`src/rtl/arith_reservation_station.sv`:
```
// Collapsing-queue reservation station feeding arithmetic_pipeline: captures operands
// and flags from the CDB and issues the oldest fully ready micro-op once per cycle.
module arith_reservation_station #(
    parameter int DEPTH = 4,
    parameter int TAG_W = 5
) (
    input  logic             clk,
    input  logic             rst,
    input  logic             flush,
    input  logic             disp_valid,
    output logic             disp_ready,
    input  logic [3:0]       disp_opcode,
    input  logic [TAG_W-1:0] disp_rob,
    input  logic [TAG_W-1:0] disp_dest,
    input  logic [TAG_W-1:0] disp_flag_reg,
    input  logic             disp_a_rdy,
    input  logic             disp_b_rdy,
    input  logic             disp_f_rdy,
    input  logic [TAG_W-1:0] disp_a_tag,
    input  logic [TAG_W-1:0] disp_b_tag,
    input  logic [TAG_W-1:0] disp_f_tag,
    input  logic [7:0]       disp_a_val,
    input  logic [7:0]       disp_b_val,
    input  logic [7:0]       disp_f_val,
    input  logic             cdb_valid,
    input  logic [TAG_W-1:0] cdb_tag,
    input  logic [7:0]       cdb_val,
    output logic [3:0]       opcode,
    output logic [TAG_W-1:0] ROB_entry,
    output logic [TAG_W-1:0] dest_reg,
    output logic [TAG_W-1:0] flag_reg,
    output logic [7:0]       op_a_val,
    output logic [7:0]       op_b_val,
    output logic [7:0]       flags_val,
    output logic             instr_valid
);
    localparam int CW = $clog2(DEPTH + 1);
    localparam int IW = $clog2(DEPTH);

    typedef struct packed {
        logic [3:0]       opcode;
        logic [TAG_W-1:0] rob;
        logic [TAG_W-1:0] dest;
        logic [TAG_W-1:0] flg;
        logic             a_rdy;
        logic [TAG_W-1:0] a_tag;
        logic [7:0]       a_val;
        logic             b_rdy;
        logic [TAG_W-1:0] b_tag;
        logic [7:0]       b_val;
        logic             f_rdy;
        logic [TAG_W-1:0] f_tag;
        logic [7:0]       f_val;
    } entry_t;

    entry_t           slots [DEPTH];
    entry_t           woken [DEPTH];
    entry_t           nxt   [DEPTH];
    entry_t           new_entry;
    entry_t           issue_entry;
    logic [CW-1:0]    count;
    logic [CW-1:0]    count_next;
    logic [CW-1:0]    wr_idx;
    logic [DEPTH-1:0] valid;
    logic [DEPTH-1:0] ready_vec;
    logic             sel_found;
    logic [IW-1:0]    sel_idx;
    logic             do_disp;

    assign disp_ready = (count < CW'(DEPTH));
    assign do_disp    = disp_valid && disp_ready && !flush;

    // Selection looks only at registered ready bits, so a wakeup issues one edge later.
    always_comb begin
        sel_found   = 1'b0;
        sel_idx     = '0;
        issue_entry = slots[0];
        for (int i = 0; i < DEPTH; i++) begin
            valid[i]     = (CW'(i) < count);
            ready_vec[i] = valid[i] && slots[i].a_rdy && slots[i].b_rdy && slots[i].f_rdy;
            if (!sel_found && ready_vec[i]) begin
                sel_found   = 1'b1;
                sel_idx     = IW'(i);
                issue_entry = slots[i];
            end
        end
    end

    always_comb begin
        new_entry        = '0;
        new_entry.opcode = disp_opcode;
        new_entry.rob    = disp_rob;
        new_entry.dest   = disp_dest;
        new_entry.flg    = disp_flag_reg;
        new_entry.a_tag  = disp_a_tag;
        new_entry.b_tag  = disp_b_tag;
        new_entry.f_tag  = disp_f_tag;
        new_entry.a_rdy  = disp_a_rdy || (cdb_valid && disp_a_tag == cdb_tag);
        new_entry.b_rdy  = disp_b_rdy || (cdb_valid && disp_b_tag == cdb_tag);
        new_entry.f_rdy  = disp_f_rdy || (cdb_valid && disp_f_tag == cdb_tag);
        new_entry.a_val  = disp_a_rdy ? disp_a_val : cdb_val;
        new_entry.b_val  = disp_b_rdy ? disp_b_val : cdb_val;
        new_entry.f_val  = disp_f_rdy ? disp_f_val : cdb_val;
    end

    // Wakeup first, then collapse over the issued slot, then append the dispatch at the new tail.
    always_comb begin
        wr_idx     = count - CW'(sel_found);
        count_next = count + CW'(do_disp) - CW'(sel_found);
        for (int i = 0; i < DEPTH; i++) begin
            woken[i] = slots[i];
            if (cdb_valid && valid[i]) begin
                if (!slots[i].a_rdy && slots[i].a_tag == cdb_tag) begin
                    woken[i].a_rdy = 1'b1;
                    woken[i].a_val = cdb_val;
                end
                if (!slots[i].b_rdy && slots[i].b_tag == cdb_tag) begin
                    woken[i].b_rdy = 1'b1;
                    woken[i].b_val = cdb_val;
                end
                if (!slots[i].f_rdy && slots[i].f_tag == cdb_tag) begin
                    woken[i].f_rdy = 1'b1;
                    woken[i].f_val = cdb_val;
                end
            end
        end
        for (int i = 0; i < DEPTH; i++) begin
            nxt[i] = woken[i];
        end
        for (int i = 0; i < DEPTH - 1; i++) begin
            if (sel_found && IW'(i) >= sel_idx) begin
                nxt[i] = woken[i+1];
            end
        end
        for (int i = 0; i < DEPTH; i++) begin
            if (do_disp && CW'(i) == wr_idx) begin
                nxt[i] = new_entry;
            end
        end
    end

    always_ff @(posedge clk or posedge rst) begin
        if (rst) begin
            count       <= '0;
            instr_valid <= 1'b0;
            opcode      <= '0;
            ROB_entry   <= '0;
            dest_reg    <= '0;
            flag_reg    <= '0;
            op_a_val    <= '0;
            op_b_val    <= '0;
            flags_val   <= '0;
            for (int i = 0; i < DEPTH; i++) begin
                slots[i] <= '0;
            end
        end else if (flush) begin
            count       <= '0;
            instr_valid <= 1'b0;
        end else begin
            count       <= count_next;
            instr_valid <= sel_found;
            for (int i = 0; i < DEPTH; i++) begin
                slots[i] <= nxt[i];
            end
            if (sel_found) begin
                opcode    <= issue_entry.opcode;
                ROB_entry <= issue_entry.rob;
                dest_reg  <= issue_entry.dest;
                flag_reg  <= issue_entry.flg;
                op_a_val  <= issue_entry.a_val;
                op_b_val  <= issue_entry.b_val;
                flags_val <= issue_entry.f_val;
            end
        end
    end
endmodule

```
`config.mk`:
```
export PLATFORM = sky130hd
export DESIGN_NAME = arith_reservation_station
export DESIGN_NICKNAME = d
export VERILOG_FILES = /design/src/rtl/arith_reservation_station.sv
export SDC_FILE = /design/constraint.sdc
export NUM_CORES = 1
export LEC_CHECK = 0
export CAP_MARGIN = 25
export CELL_PAD_IN_SITES_DETAIL_PLACEMENT = 0
export CELL_PAD_IN_SITES_GLOBAL_PLACEMENT = 2
export CORE_MARGIN = 5
export CORE_UTILIZATION = 34
export DETAILED_ROUTE_END_ITERATION = 10
export HOLD_SLACK_MARGIN = 0.12
export PLACE_DENSITY = 0.78
export SLEW_MARGIN = 20
export SYNTH_ARGS = -nofsm -noshare
export SYNTH_HDL_FRONTEND = slang
export SYNTH_SLANG_ARGS = --single-unit
```
`constraint.sdc`:
```
create_clock -name clk -period 10.1 [get_ports clk]
set_input_delay 2.02 -clock clk [delete_from_list [all_inputs] [get_ports clk]]
set_output_delay 2.02 -clock clk [all_outputs]
set_load 0.02 [all_outputs]
```
==> flow_summary.toml, run 1 <==
[run_status]
status = "complete, no violations"

[synthesis]
synth.distinct_cells = 65
synthTopCellsByArea = "dfrtp_1 (45%), nand2_1 (7.7%), mux2i_1 (5.9%), a22oi_1 (5.1%), nor2_1 (4.1%)"
synth.most_common_cell = "nand2_1"
synth.avg_cell_area_um2 = 9.14
synth_top_area_share_pct = 45.1
ys_async_sr_fraction_pct = 100
yosys_warnings = 0
synth_fp_nets = 1853
synth_edf_count = 0
synthTopCellsByCount = "nand2_1 (331), dfrtp_1 (291), nor2_1 (178)"
synth_top_cell_by_area = "dfrtp_1"
ys_ff_latch = 291
synth_ff_type = "dfrtp_1"
ys_seq_area_share_pct = 45.1
synth_cells = 1767
syn_area_um2 = 16200

[finish]
nets = 1892
top_register = "slots"
diodes = 0
design_area_um2 = 18900
post-route-util_pct = 40.4
layout-drive-gt1-share_pct = 8.25
final_cells = 2437
largest_reg_flops = 244
area.growth.synth_to_final_pct = 17.0

[sta]
whs_ps = 481
totalNegativeSetupSlack_ps = 0
post-route-period-util_pct = 54.2
clock_skew_ps = 19.4
period_minus_slack_ps = 5470
hold_viol = 0
finalSetupViolations = 0
worstMarginPinSlew_ps = 1060
finalMaxSlewViolations = 0
max_freq_ghz = 0.183
worst_slack_ps = 4630
rsz0062_at_grt = "no"
slew_headroom_pct = 29.2

[pwr]
power_frac_clock_pct = 24.5
swShare_pct = 38.1
pwr-share-seq_pct = 39.8
leakagePower_nw = 8.22
power_mw = 5.29
p_int_mw = 3.27
combPwrFrac_pct = 35.6
ir_drop_uv = 114
switchingPower_mw = 2.02
power.density_nw_per_um2 = 280

[drt]
first_pass_iters = 6
dr.first_iter.drc_count = 1202
num_vias = 13990
viasPerCell = 5.74
postRouteAntennaNets = 0
wirelength_um = 57600
wl_per_cell_um = 23.7
drc = 0

[floorplan]
row_count = 79
initial_core_util_pct = 34.5
io_pins = 124
die_x_um = 228
die_h_um = 228
core_um2 = 46800
die_area_um2 = 52000

[cts]
htreeDepth = 2
cts_hold_buf = 0
cts_buffer_depth = 3
cts_sinks = 291
cts_resized = 0
clock_latency_ps = 560
clockRootBuffer = "clkbuf_16"
clk_pin_slew_ps = 60
numCtsBuffers = 36
tritoncts = "done"
cts_setup_buffers = 0

[global_route]
grt_use_total_pct = 21.5
grt_first_pass_wirelength_um = 89500
gr-total-overflow = 0
antenna_found_initial = 0
grt_max_degree = 111
grt_pass1_vias = 14253

[worst_hold_path]
hp-class = "flip-flop to flip-flop"

[placed_design]
gp_congestion = 0.864
dp.cells = 2375
io_buffer_count = 123
dpl_cell_area_um2 = 17700
dpl_worst_slack_ps = 4470
hpwl_um = 35900

[run]
cap_violations = 0

[setup_path]
crit_fanout = 38
worstSetupEndpointType = "flip-flop"
critPathLaunchType = "flip-flop"
cp.arrival_ps = 5920
reg2reg_slack_ps = 4630
path_class = "flip-flop to flip-flop"
worst_ep_required_time_ps = 10550
per-layer routing:
layer / vias to the layer above / part of all wire, % / GRT usage (%)
met5: - / 0 / 0
met4: 0 / 2.2 / 6.13
met3: 82 / 6.1 / 3.69
met2: 501 / 47 / 35.3
met1: 6993 / 44 / 29.6
li1: 6414 / - / -
worst max-delay path, stage by stage (launching register included):
cell	delay [ps]
dfrtp_1	450
inv_1	180
ha_1	300
nor2b_1	430
o21bai_4	190
nor2_2	590
nand2_1	180
ha_1	230
ha_1	190
or3_1	510
nor3_4	430
buf_4	520
nor2_1	150
a21o_1	370
nand2b_1	390
o221ai_1	240
area by class of cell:
type,count,area (µm²)
well taps,607,759
clock buffers,55,1090
clock inverters,7,71.3
flip-flops and latches,291,7280
fillers,4738,27900
repair buffers,153,1450
inverters,11,48.8
multi-input cells,1313,8190
kinds of logic after synthesis:
group,after synthesis,synth area share [%]
compound gates,512,21.8
xor+xnor,76,4.12
fa+ha+maj,7,0.589
buf+inv,163,4.59
flops,291,45.1
mux,122,7.81
simple gates,596,16.0
power by group through the flow:
| stage | Sequential (mW) | Combinational, mW | Clock (mW) |
|---|---|---|---|
| after floorplan | 2.10 | 1.21 | 0 |
| after global placement | 2.11 | 1.86 | 0 |
| after detailed placement | 2.12 | 1.89 | 0 |
| after CTS | 2.10 | 1.90 | 1.33 |
| after global routing | 2.17 | 2.09 | 1.37 |
| final | 2.11 | 1.88 | 1.30 |
worst paths after layout:
| check | cells past startpoint | start | end |
|---|---|---|---|
| setup / recovery | 15 | count[2] | slots[218] |
| hold / removal | 2 | slots[243] | slots[243] |
| setup reg to reg | 15 | count[2] | slots[218] |
| hold reg to reg | 2 | slots[243] | slots[243] |
| max in group asynchronous | 3 | rst | slots[151] |
| min in group asynchronous | 2 | rst | slots[26] |
placed cells by master (no fill, tap or decap), drive strengths merged, types with 9 or more instances in the layout:
master	count
a21oi	83
a221o	9
a221oi	29
a22oi	109
a31oi	48
buf	31
clkbuf	55
clkdlybuf4s50	122
dfrtp	291
inv	11
mux2	26
mux2i	96
nand2	334
nand4	11
nor2	180
nor3	16
o211ai	44
o21ai	112
o221ai	26
o22a	24
or3	9
xnor2	38
xor2	38
(Power assumes the default switching activity.)
==> run 2: changes to the inputs <==
- clock period: 10.1 -> 4.5 ns (I/O delays scaled with it)
==> flow_summary.toml, run 2 (synthesis gave the netlist of run 1 again) <==
[sta]
finalSetupViolations = 0
post-route-period-util_pct = 91.6
slew_headroom_pct = 32.7
rsz0062_at_grt = "no"
worstMarginPinSlew_ps = 1010
clock_skew_ps = 22.5
period_minus_slack_ps = 4120
hold_viol = 0
totalNegativeSetupSlack_ps = 0
whs_ps = 481
finalMaxSlewViolations = 0
max_freq_ghz = 0.243

[cts]
cts_buffer_depth = 3
numCtsBuffers = 37
cts_sinks = 291
cts_resized = 0
clock_latency_ps = 560
cts_setup_buffers = 0
htreeDepth = 2
clk_pin_slew_ps = 60
tritoncts = "done"
cts_hold_buf = 0
clockRootBuffer = "clkbuf_16"

[global_route]
grt_first_pass_wirelength_um = 89600
grt_pass1_vias = 14175
antenna_found_initial = 0
grt_use_total_pct = 21.6
grt_max_degree = 114
gr-total-overflow = 0

[setup_path]
path_class = "flip-flop to flip-flop"
critPathLaunchType = "flip-flop"
worstSetupEndpointType = "flip-flop"
crit_fanout = 8
cp.arrival_ps = 4580
worst_ep_required_time_ps = 4960

[pwr]
power.density_nw_per_um2 = 622
ir_drop_uv = 362
leakagePower_nw = 8.39

[floorplan]
row_count = 79
die_x_um = 228
io_pins = 124
die_area_um2 = 52000
die_h_um = 228
core_um2 = 46800
initial_core_util_pct = 34.5

[placed_design]
gp_congestion = 0.861
dpl_cell_area_um2 = 18000
io_buffer_count = 123
hpwl_um = 37700

[finish]
area.growth.synth_to_final_pct = 19.1
design_area_um2 = 19200
nets = 1921
top_register = "slots"
layout-drive-gt1-share_pct = 9.83
layout_commonest_cell = "nand2_1"
diodes = 0
layout_common_cells = "nand2_1 (329), dfrtp_1 (291), nor2_1 (175), clkdlybuf4s50_1 (122), a22oi_1 (109)"
largest_reg_flops = 244

[drt]
num_vias = 14082
viasPerCell = 5.70
postRouteAntennaNets = 0
wirelength_um = 57500
first_pass_iters = 5
drc = 0
dr.first_iter.drc_count = 1299
wl_per_cell_um = 23.3

[worst_hold_path]
hp-class = "flip-flop to flip-flop"

[run_status]
status = "complete, no violations"

[run]
cap_violations = 0
run 2: cell types whose count changed in the layout (fill, tap and decap cells not counted):
cell	previous run	this run
buf_4	31	52
buf_12	0	7
clkinvlp_4	0	3
clkbuf_1	9	8
clkbuf_8	8	9
clkinv_4	0	1
inv_6	0	1
inv_8	1	0
or2_1	0	1
or2_2	1	0
run 2: per-stage QoR:
| step | total power [mW] | std cells | worst slack, ps | utilization (%) |
|---|---|---|---|---|
| global route | 12.8 | 2469 | 97.4 | 41.1 |
| detailed placement | 9.05 | 2403 | 391 | 38.6 |
| floorplan | 7.42 | 1767 | -261 | - |
| CTS | 12.1 | 2469 | 396 | 41.1 |
| finish | 12.0 | 2469 | 379 | 41.1 |
| global placement | 8.94 | 2403 | 433 | 38.6 |
run 2: final timing paths:
path / start / end / slack [ps] / cells past startpoint
max: count[2] / slots[65] / 380 / 14
min: slots[238] / slots[238] / 480 / 2
max reg2reg: count[2] / slots[65] / 380 / 14
min reg2reg: slots[238] / slots[238] / 480 / 2
max in group asynchronous: rst / instr_valid / 2720 / 3
min in group asynchronous: rst / slots[31] / 760 / 2
run 2: critical path, cell delays in order, from the launching register on:
cell      delay (ps)
dfrtp_1          370
inv_1            110
ha_1             160
nor2b_1          460
nor2_1           260
nor2_2           180
nand2_1           90
ha_1             210
ha_1             430
and3b_1          220
a21oi_1          170
o21ai_1          320
nor2b_1          740
a221oi_1         180
o21ai_1          130
run 2: area by class of cell:
type                       instances  area, µm²
fill                            4613      27500
multi-input combinational       1313       8190
sequential                       291       7280
timing repair buffer             181       1750
clock buffer                      55       1100
tap                              607        759
clock inverter                    11        104
inverter                          11       45.0
run 2: where the power goes:
part	total [mW]	switching, mW	leakage, nW	internal [mW]
Combinational	4.27	2.39	4.15	1.88
Sequential	4.73	0.958	3.65	3.78
Clock	2.97	1.21	0.592	1.76
run 2: routing by layer:
layer  global-route usage (%)  wire length [µm]  vias up
li1                         -                 -     6476
met1                     30.1             26300     7063
met2                     34.5             26400      445
met3                     4.17              3310       98
met4                     6.20              1560        0
met5                        0                 0        -
==> run 3: changes to the inputs <==
- CAP_MARGIN: 25 -> 20
- PLACE_DENSITY: 0.78 -> 0.79
==> flow_summary.toml, run 3 (synthesis gave the netlist of run 1 again) <==
[run_status]
status = "complete, no violations"

[floorplan]
row_count = 79
die_area_um2 = 52000
initial_core_util_pct = 34.5
die_h_um = 228
io_pins = 124
die_x_um = 228
core_um2 = 46800

[setup_path]
critPathSlowestCell = "or3_2"
slowest_delay_ps = 850
cp_cell_sequence = "inv_1 > ha_1 > nor2b_1 > o21bai_4 > nor2_2 > nand2_1 > ha_1 > ha_1 > or3_1 > or3_2 > a21oi_1 > buf_4 > o22a_1"
crit_top_cell = "ha_1"
endpoint = "slots[28]"
reg2reg_to = "slots[28]"
worst_r2r_path_depth = 13
cp_top_family = "simple AND/OR/NAND/NOR gates"
worst_ep_required_time_ps = 4970
path_depth = 13
worstSetupEndpointType = "flip-flop"
startpoint = "count[1]"
path_buf_inv = 2
crit_fanout = 20
path_class = "flip-flop to flip-flop"
r2r_start = "count[1]"
reg2reg_slack_ps = 340
critPathLaunchType = "flip-flop"
cp.arrival_ps = 4630

[sta]
worstMarginPinSlew_ps = 1040
clock_skew_ps = 23.4
whs_ps = 484
worst_slack_ps = 340
finalSetupViolations = 0
max_freq_ghz = 0.240
period_minus_slack_ps = 4160
post-route-period-util_pct = 92.4
rsz0062_at_grt = "no"
slew_headroom_pct = 30.8
finalMaxSlewViolations = 0
hold_viol = 0

[cts]
clk_pin_slew_ps = 60
cts_hold_buf = 0
cts_sinks = 291
tritoncts = "done"
cts_buffer_depth = 3
numCtsBuffers = 36
clockRootBuffer = "clkbuf_16"
cts_setup_buffers = 0
clock_latency_ps = 550
htreeDepth = 2

[finish]
nets = 1921
layout_commonest_cell = "nand2_1"
final_cells = 2463
area.growth.synth_to_final_pct = 18.9
layout_common_cells = "nand2_1 (329), dfrtp_1 (291), nor2_1 (175), clkdlybuf4s50_1 (122), a22oi_1 (109)"
layout-drive-gt1-share_pct = 9.43
top_register = "slots"
largest_reg_flops = 244

[global_route]
gr-total-overflow = 0
grt_first_pass_wirelength_um = 89200
antenna_found_initial = 1
grt_pass1_vias = 14368
grt_use_total_pct = 21.5
grt_max_degree = 142

[pwr]
p_int_mw = 7.38
pwr-share-seq_pct = 39.8
swShare_pct = 37.9
leakagePower_nw = 8.37
ir_drop_uv = 299
power_mw = 11.9
power.density_nw_per_um2 = 619
power_frac_clock_pct = 24.3
switchingPower_mw = 4.50
combPwrFrac_pct = 35.9

[drt]
num_vias = 14062
drc = 0
wirelength_um = 57100
wl_per_cell_um = 23.2
dr.first_iter.drc_count = 1083
postRouteAntennaNets = 0
viasPerCell = 5.71
first_pass_iters = 6

[placed_design]
io_buffer_count = 123
dp.cells = 2404
dpl_worst_slack_ps = 391
gp_congestion = 0.857
hpwl_um = 37600

[worst_hold_path]
hp-class = "flip-flop to flip-flop"
hold_depth = 2

[run]
cap_violations = 0
[run 3: cell types whose count changed in the layout (fill, tap and decap cells not counted), sizes merged]
| cell | before | now |
|---|---|---|
| diode | 0 | 1 |
| clkinvlp | 3 | 1 |
| clkinv | 7 | 1 |
| clkbuf | 55 | 54 |
| bufinv | 1 | 2 |
| buf | 59 | 60 |
[run 3: area by class of cell]
cell class | instances | area [µm²]
multi-input combinational | 1313 | 8200
fill | 4732 | 27600
inverter | 11 | 45.0
timing repair buffer | 182 | 1780
antenna | 1 | 2.50
clock inverter | 4 | 85.1
tap | 607 | 759
clock buffer | 54 | 1060
sequential | 291 | 7280
[run 3: power by group through the flow]
stage	clock, mW	sequential (mW)	combinational (mW)
after floorplan	0	4.71	2.71
after global placement	0	4.73	4.20
after detailed placement	0	4.76	4.28
after CTS	2.95	4.72	4.30
after global routing	3.06	4.88	4.76
final	2.89	4.73	4.27
[run 3: how the worst min path moves through the flow]
stage	endpoint	slack, ps	startpoint
after detailed placement	slots[199]	470	slots[199]
final	slots[229]	480	slots[229]
after global placement	slots[236]	460	slots[236]
after floorplan	slots[226]	450	slots[226]
after global routing	slots[235]	510	slots[235]
after CTS	slots[237]	490	slots[237]
[run 3: worst register-to-register path, cell delays in order, from the launching register on]
cell	delay (ps)
dfrtp_1	410
inv_1	100
ha_1	260
nor2b_1	420
o21bai_4	180
nor2_2	140
nand2_1	90
ha_1	210
ha_1	190
or3_1	510
or3_2	850
a21oi_1	310
buf_4	230
o22a_1	160
[run 3: per-stage QoR]
step	TNS, ps	utilization, %	instance area, µm²
after global routing	0	41.1	19200
after detailed placement	0	38.6	18000
after global placement	0	38.6	18000
final	0	41.1	19200
after floorplan	-76000	-	16200
after CTS	0	41.0	19200
[run 3: what timing repair did]
item,in CTS,in global routing
setup endpoints to repair,0,1
hold endpoints to repair,0,0
gates resized for setup,0,1
[run 3: routing by layer]
metal | vias to the layer above | global-route usage (%) | part of all wire [%] | wire length, µm
met5 | - | 0 | 0 | 0
met4 | 0 | 7.83 | 3.2 | 1840
met3 | 97 | 3.55 | 5.4 | 3090
met2 | 452 | 34.7 | 47 | 26600
met1 | 7044 | 29.4 | 45 | 25500
li1 | 6469 | - | - | -
